==> src/rtl/cnn_stream_pipe_if.sv <==
// Stream, configuration and status bundle for cnn_stream_pipe.
// The DUT binds to the slave modport and the pixel source/sink binds to the master modport.
interface cnn_stream_pipe_if #(
  parameter int DATA_W = 8
);
  // Both streams are valid/ready. A beat transfers on a rising clk edge where valid
  // and ready are both high. A source holds valid and its data stable until that edge.
  // in_ready depends combinationally on out_valid/out_ready, so one output stall
  // freezes the input side in the same cycle.
  logic                     in_valid;
  logic                     in_ready;
  logic signed [DATA_W-1:0] pixel_in;

  logic                     cfg_we;
  logic [3:0]               cfg_addr;
  logic signed [DATA_W-1:0] cfg_data;
  logic                     cfg_err;

  logic                     out_valid;
  logic                     out_ready;
  logic signed [DATA_W-1:0] out_data;
  logic                     out_last;

  logic                     busy;
  logic [1:0]               dbg_state;

  modport master (
    output in_valid, pixel_in, cfg_we, cfg_addr, cfg_data, out_ready,
    input  in_ready, cfg_err, out_valid, out_data, out_last, busy, dbg_state
  );

  modport slave (
    input  in_valid, pixel_in, cfg_we, cfg_addr, cfg_data, out_ready,
    output in_ready, cfg_err, out_valid, out_data, out_last, busy, dbg_state
  );
endinterface

==> src/rtl/cnn_stream_pipe.sv <==
// Streaming 3x3 conv + batch-norm + leaky-ReLU over raster-order frames.
// Define CNN_STREAM_SAT_EN to saturate every DATA_W narrowing instead of wrapping it.
module cnn_stream_pipe #(
  parameter int DATA_W   = 8,
  parameter int FRAC     = 4,
  parameter int IMG_W    = 8,
  parameter int IMG_H    = 8,
  parameter int ACC_W    = 20,
  parameter int ALPHA_SH = 2
) (
  input logic              clk,
  input logic              rst,
  cnn_stream_pipe_if.slave bus
);

  localparam int CW = $clog2(IMG_W);
  localparam int RW = $clog2(IMG_H);

  typedef logic signed [DATA_W-1:0]   pix_t;
  typedef logic signed [ACC_W-1:0]    acc_t;
  typedef logic signed [2*DATA_W-1:0] prod_t;

  typedef enum logic [1:0] {
    S_IDLE  = 2'd0,
    S_FRAME = 2'd1,
    S_DRAIN = 2'd2
  } state_t;

  localparam pix_t           W_ONE   = pix_t'(1 <<< FRAC);
  localparam logic [CW-1:0]  COL_END = CW'(IMG_W - 1);
  localparam logic [RW-1:0]  ROW_END = RW'(IMG_H - 1);
`ifdef CNN_STREAM_SAT_EN
  localparam acc_t SAT_MAX = acc_t'((1 <<< (DATA_W - 1)) - 1);
  localparam acc_t SAT_MIN = -SAT_MAX - acc_t'(1);
`endif

  function automatic acc_t ext_pix(input pix_t v);
    return {{(ACC_W - DATA_W){v[DATA_W-1]}}, v};
  endfunction

  function automatic acc_t ext_prod(input prod_t v);
    return {{(ACC_W - 2*DATA_W){v[2*DATA_W-1]}}, v};
  endfunction

  function automatic pix_t narrow(input acc_t v);
`ifdef CNN_STREAM_SAT_EN
    if (v > SAT_MAX) return pix_t'(SAT_MAX);
    else if (v < SAT_MIN) return pix_t'(SAT_MIN);
    else return pix_t'(v);
`else
    return pix_t'(v);
`endif
  endfunction

  state_t        state, state_nx;
  logic [CW-1:0] col;
  logic [RW-1:0] row;
  logic          stall;
  logic          accept;
  logic          col_end;
  logic          row_end;
  logic          busy;

  pix_t lb0 [IMG_W];
  pix_t lb1 [IMG_W];
  pix_t win [3][3];
  logic win_v, win_last;

  pix_t wt [9];
  pix_t bias, gamma, beta;

  acc_t mac_sum;
  acc_t conv_full;
  pix_t conv_q;
  logic mac_v, mac_last;

  acc_t bn_full;
  pix_t bn_q;
  logic bn_v, bn_last;
  pix_t act;

  // A stalled output freezes every stage at once, so no stage needs its own skid.
  assign stall        = bus.out_valid & ~bus.out_ready;
  assign bus.in_ready = ~stall;
  assign accept       = bus.in_valid & ~stall;
  assign col_end      = (col == COL_END);
  assign row_end      = (row == ROW_END);

  assign busy          = (state != S_IDLE);
  assign bus.busy      = busy;
  assign bus.dbg_state = state;

  // ---------------- frame position ----------------
  always_ff @(posedge clk or negedge rst) begin
    if (!rst) begin
      col <= '0;
      row <= '0;
    end else if (accept) begin
      if (col_end) begin
        col <= '0;
        row <= row_end ? '0 : row + RW'(1);
      end else begin
        col <= col + CW'(1);
      end
    end
  end

  // ---------------- frame FSM ----------------
  // DRAIN covers the tail between the last pixel and the consumed out_last; a new
  // frame's first pixel during DRAIN goes straight back to FRAME so busy never drops.
  always_ff @(posedge clk or negedge rst) begin
    if (!rst) state <= S_IDLE;
    else      state <= state_nx;
  end

  always_comb begin
    state_nx = state;
    case (state)
      S_IDLE:  if (accept) state_nx = S_FRAME;
      S_FRAME: if (accept && row_end && col_end) state_nx = S_DRAIN;
      S_DRAIN: begin
        if (accept) state_nx = S_FRAME;
        else if (bus.out_valid && bus.out_ready && bus.out_last) state_nx = S_IDLE;
      end
      default: state_nx = S_IDLE;
    endcase
  end

  // ---------------- line buffers and window ----------------
  // Column col of lb1/lb0 holds rows row-2/row-1; win[0] is the oldest row.
  always_ff @(posedge clk) begin
    if (accept) begin
      lb1[col] <= lb0[col];
      lb0[col] <= bus.pixel_in;
      for (int r = 0; r < 3; r++) begin
        win[r][0] <= win[r][1];
        win[r][1] <= win[r][2];
      end
      win[0][2] <= lb1[col];
      win[1][2] <= lb0[col];
      win[2][2] <= bus.pixel_in;
    end
  end

  always_ff @(posedge clk or negedge rst) begin
    if (!rst) begin
      win_v    <= 1'b0;
      win_last <= 1'b0;
    end else if (!stall) begin
      win_v    <= accept && (row >= RW'(2)) && (col >= CW'(2));
      win_last <= row_end && col_end;
    end
  end

  // ---------------- configuration ----------------
  always_ff @(posedge clk or negedge rst) begin
    if (!rst) begin
      for (int k = 0; k < 9; k++) wt[k] <= (k == 4) ? W_ONE : '0;
      bias        <= '0;
      gamma       <= W_ONE;
      beta        <= '0;
      bus.cfg_err <= 1'b0;
    end else begin
      bus.cfg_err <= bus.cfg_we & busy;
      if (bus.cfg_we && !busy) begin
        case (bus.cfg_addr)
          4'd9:    bias  <= bus.cfg_data;
          4'd10:   gamma <= bus.cfg_data;
          4'd11:   beta  <= bus.cfg_data;
          default: if (bus.cfg_addr < 4'd9) wt[bus.cfg_addr] <= bus.cfg_data;
        endcase
      end
    end
  end

  // ---------------- arithmetic ----------------
  always_comb begin
    mac_sum = ext_pix(bias) <<< FRAC;
    for (int i = 0; i < 3; i++) begin
      for (int j = 0; j < 3; j++) begin
        mac_sum = mac_sum + ext_prod(prod_t'(win[i][j]) * prod_t'(wt[i*3+j]));
      end
    end
    conv_full = mac_sum >>> FRAC;
  end

  always_comb begin
    bn_full = (ext_prod(prod_t'(conv_q) * prod_t'(gamma)) >>> FRAC) + ext_pix(beta);
  end

  always_comb begin
    act = bn_q[DATA_W-1] ? (bn_q >>> ALPHA_SH) : bn_q;
  end

  // ---------------- MAC -> BN -> activation registers ----------------
  always_ff @(posedge clk or negedge rst) begin
    if (!rst) begin
      mac_v         <= 1'b0;
      mac_last      <= 1'b0;
      conv_q        <= '0;
      bn_v          <= 1'b0;
      bn_last       <= 1'b0;
      bn_q          <= '0;
      bus.out_valid <= 1'b0;
      bus.out_last  <= 1'b0;
      bus.out_data  <= '0;
    end else if (!stall) begin
      mac_v         <= win_v;
      mac_last      <= win_v & win_last;
      conv_q        <= narrow(conv_full);
      bn_v          <= mac_v;
      bn_last       <= mac_v & mac_last;
      bn_q          <= narrow(bn_full);
      bus.out_valid <= bn_v;
      bus.out_last  <= bn_v & bn_last;
      bus.out_data  <= act;
    end
  end

endmodule

==> src/flat_wrapper.sv <==
// flat-port wrapper written by rule: the top's interface ports become plain ports
module cnn_stream_pipe_flat 
#(
  parameter int DATA_W   = 8,
  parameter int FRAC     = 4,
  parameter int IMG_W    = 8,
  parameter int IMG_H    = 8,
  parameter int ACC_W    = 20,
  parameter int ALPHA_SH = 2
)
  (clk, rst, bus_in_valid, bus_pixel_in, bus_cfg_we, bus_cfg_addr, bus_cfg_data, bus_out_ready, bus_in_ready, bus_cfg_err, bus_out_valid, bus_out_data, bus_out_last, bus_busy, bus_dbg_state);
  cnn_stream_pipe_if #(.DATA_W(DATA_W)) bus_i ();
  input logic clk;
  input logic rst;
  input wire logic [$bits(bus_i.in_valid)-1:0] bus_in_valid;
  input wire logic [$bits(bus_i.pixel_in)-1:0] bus_pixel_in;
  input wire logic [$bits(bus_i.cfg_we)-1:0] bus_cfg_we;
  input wire logic [$bits(bus_i.cfg_addr)-1:0] bus_cfg_addr;
  input wire logic [$bits(bus_i.cfg_data)-1:0] bus_cfg_data;
  input wire logic [$bits(bus_i.out_ready)-1:0] bus_out_ready;
  output wire logic [$bits(bus_i.in_ready)-1:0] bus_in_ready;
  output wire logic [$bits(bus_i.cfg_err)-1:0] bus_cfg_err;
  output wire logic [$bits(bus_i.out_valid)-1:0] bus_out_valid;
  output wire logic [$bits(bus_i.out_data)-1:0] bus_out_data;
  output wire logic [$bits(bus_i.out_last)-1:0] bus_out_last;
  output wire logic [$bits(bus_i.busy)-1:0] bus_busy;
  output wire logic [$bits(bus_i.dbg_state)-1:0] bus_dbg_state;
  assign bus_i.in_valid = bus_in_valid;
  assign bus_i.pixel_in = bus_pixel_in;
  assign bus_i.cfg_we = bus_cfg_we;
  assign bus_i.cfg_addr = bus_cfg_addr;
  assign bus_i.cfg_data = bus_cfg_data;
  assign bus_i.out_ready = bus_out_ready;
  assign bus_in_ready = bus_i.in_ready;
  assign bus_cfg_err = bus_i.cfg_err;
  assign bus_out_valid = bus_i.out_valid;
  assign bus_out_data = bus_i.out_data;
  assign bus_out_last = bus_i.out_last;
  assign bus_busy = bus_i.busy;
  assign bus_dbg_state = bus_i.dbg_state;
  cnn_stream_pipe #(.DATA_W(DATA_W), .FRAC(FRAC), .IMG_W(IMG_W), .IMG_H(IMG_H), .ACC_W(ACC_W), .ALPHA_SH(ALPHA_SH)) u_core (.clk(clk), .rst(rst), .bus(bus_i));
endmodule
==> config.mk <==
export PLATFORM = sky130hd
export DESIGN_NAME = cnn_stream_pipe_flat
export DESIGN_NICKNAME = d
export VERILOG_FILES = /design/src/rtl/cnn_stream_pipe_if.sv /design/src/rtl/cnn_stream_pipe.sv /design/src/flat_wrapper.sv
export SDC_FILE = /design/constraint.sdc
export NUM_CORES = 2
export LEC_CHECK = 0
export CORE_ASPECT_RATIO = 0.5
export CORE_MARGIN = 2
export CORE_UTILIZATION = 60
export CTS_CLUSTER_SIZE = 20
export DETAILED_ROUTE_END_ITERATION = 12
export PLACE_DENSITY = 0.79
export SYNTH_ARGS = -nofsm -noshare
export SYNTH_HDL_FRONTEND = slang
export SYNTH_SLANG_ARGS = --single-unit
==> constraint.sdc <==
create_clock -name clk -period 10.3 [get_ports clk]
set_clock_uncertainty 0.15 [all_clocks]
set_input_delay 2.575 -clock clk [delete_from_list [all_inputs] [get_ports clk]]
set_output_delay 2.575 -clock clk [all_outputs]
set_load 0.05 [all_outputs]
==> results.cfg <==
[logic_synthesis]
synth_commonest_cells = 641 x inv_1, 498 x fa_1, 313 x and2_1
synth_cell_types = 43
synth_most_common_cell = inv_1
syn_inst = 2830
yosys.area.top_type = fa_1
synth_top_area_share = 0.3142
synthArstFlopShare = 0.4065
yosysSeqAreaShare = 0.2974
synth_area_leaders = fa_1 31%, edfxtp_1 19%, dfrtp_1 11%
ys_warn_count = 0
synth_edf_count = 200
synth_seq_cells = 337
syn_area_mm2 = 0.03173
ys_dominant_reg_cell = edfxtp_1
avgSynthCellArea_um2 = 11.21
syn_nets = 3557

[floorplan]
die_h_um = 166.6
initial_utilization = 0.6088
die_w_um = 329.2
die_area_mm2 = 0.05485
core_area_mm2 = 0.05212
num_rows = 59
ioPinCount = 40

[global_route]
use_met1 = 0.4434
met3_usage = 0.09017
grt.overflow.total = 0
track_usage = 0.3125
grt_pass1_vias = 21340
grt_pass1_wl_um = 127300
busiest_layer = met2
use_met2 = 0.4696
antenna_found_initial = 6
grt_max_degree = 74

[clock_network]
cts_tree = built
clock_latency_ns = 0.57
clockBufferDepth = 3
htreeDepth = 2
cts_setup_buffers = 0
cts_made_buffers = 35
clock_sinks = 337
clkTransAtPathRegs_ns = 0.07
cts_root_buffer = clkbuf_16
ctsHoldBuffers = 0
cts_resized = 0

[setup_path]
r2r-start = u_core.win[0][28]
critPathRequiredTime_ns = 10.65
end_kind = flop
cp_max_fo = 9
start_kind = flop
r2r_slack_ns = 2.06
arrival_ns = 8.58
setup.worst_path.class = flop to flop
crit_start = u_core.win[0][28]

[sta]
fmax_mhz = 121.4
drv_slew = 0
hold_viol_final = 0
setup_tns_ns = 0
period_needed_ns = 8.235
setup_viol = 0
rsz0062_at_grt = no
relSlewSlack = 0.1835
finalCritPeriodShare = 0.7995
worst_pin_slew_ns = 1.220

[place]
hpwl_um = 63300
place.gp.congestion = 0.9799
placed_cell_area_mm2 = 0.03298
io_buffers = 39

[worst_hold_path]
min_path_type = flop to flop
holdCritStartpoint = u_core.bus.out_data[7]

[drt]
drc = 0
vias = 20100
antenna_left = 0
drt_wl_total_um = 81530
first_pass_iters = 5
via_per_inst = 5.579
avgRoutedWirePerCell_um = 22.64
initialDrtViolationCount = 2041

[finish]
layout-drive-gt1-share = 0.06457
postLayoutCellArea_mm2 = 0.03418
nNetsFinal = 3597
num-fill-cells = 3900
area_growth_pct = 7.713

[flow_run]
cap_viol_max_count = 0

[status]
status = completed
==> critical path, cell delays in order (launching register included) <==
cell	delay, ns
edfxtp_1	0.63
nand2_1	0.13
fa_1	0.49
inv_1	0.05
fa_1	0.48
inv_1	0.06
fa_1	0.54
inv_1	0.06
fa_1	0.50
inv_1	0.08
fa_1	0.58
inv_1	0.07
fa_1	0.50
fa_1	0.61
fa_1	0.46
fa_1	0.51
inv_1	0.07
fa_1	0.50
inv_1	0.05
ha_1	0.26
inv_1	0.11
nor2_1	0.06
nor2_1	0.16
o21bai_1	0.08
a21oi_1	0.31
o21ai_0	0.18
xor3_1	0.37
o21ai_1	0.12
==> layout by cell type, fill, tap and decap left out, types with 3 or more instances in the layout <==
cell type	instances
a21o_1	4
a21oi_1	23
a22oi_1	64
and2_1	313
and3_1	9
buf_4	19
bufinv_16	4
clkbuf_16	35
clkdlybuf4s50_1	38
clkinv_1	7
clkinv_2	6
dfrtp_1	135
diode_2	5
edfxtp_1	200
fa_1	498
ha_1	204
inv_1	640
mux2_2	98
mux2i_1	5
nand2_1	274
nand2b_1	23
nand3_1	7
nand4_1	16
nor2_1	18
nor2b_1	27
nor3_2	3
nor3b_1	3
o21ai_0	16
o21bai_1	9
or2b_1	4
or3_1	3
xnor2_1	131
xnor3_1	3
xor2_1	22
==> layout make-up <==
type                    count  area [um2]  share of cell area
diodes                      5       12.51           0.0003661
flip-flops and latches    337        9437              0.2761
inverters                 642        2411             0.07055
multi-input cells        1796       19720              0.5770
repair buffers             58       534.3             0.01563
clock buffers              38       897.1             0.02625
clock inverters            25       286.5            0.008384
well taps                 701       877.1             0.02566
==> metal layers <==
| layer | part of all wire | wire length [um] |
|---|---|---|
| met1 | 0.41 | 33690 |
| met2 | 0.45 | 36380 |
| met3 | 0.11 | 8592 |
| met4 | 0.035 | 2843 |
| met5 | 0.00028 | 23 |
==> cells by family after synthesis <==
kind of cell,share of synthesized area
simple gates,0.1170
fa+ha+maj,0.3947
buf+inv,0.08246
flops,0.2974
xor+xnor,0.04562
compound gates,0.02650
mux,0.03636
==> state kept, by name, indices dropped and copies added, names as in the netlist, 2 cells and up <==
name and flops:
u_core.beta 8, u_core.bias 8, u_core.bn_q 8, u_core.bus.dbg_state 2, u_core.bus.out_data 8, u_core.col 3
u_core.conv_q 8, u_core.gamma 8, u_core.lb0 64, u_core.lb1 64, u_core.row 3, u_core.win 72
u_core.wt 72
==> stage by stage <==
| stage | utilization | setup WS (ns) | hold WS, ns | instances |
|---|---|---|---|---|
| after floorplan | - | 2.853 | 0.2880 | 2830 |
| after global placement | 0.6328 | 2.278 | 0.2983 | 3534 |
| after detailed placement | 0.6328 | 2.130 | 0.3139 | 3534 |
| after CTS | 0.6555 | 2.127 | 0.3292 | 3597 |
| after global routing | 0.6556 | 1.913 | 0.3540 | 3598 |
| final | 0.6558 | 2.065 | 0.3252 | 3602 |
==> path summary, 6_finish.rpt <==
path / end / cells after the start
max: u_core.conv_q[7] / 27
min: u_core.bus.out_data[7] / 2
max reg2reg: u_core.conv_q[7] / 27
min reg2reg: u_core.bus.out_data[7] / 2
max in group asynchronous: u_core.wt[66] / 2
min in group asynchronous: u_core.bus.out_valid / 1
Power is not shown: default switching activity piles up to over one toggle a cycle in this logic, so the estimate is an artifact.
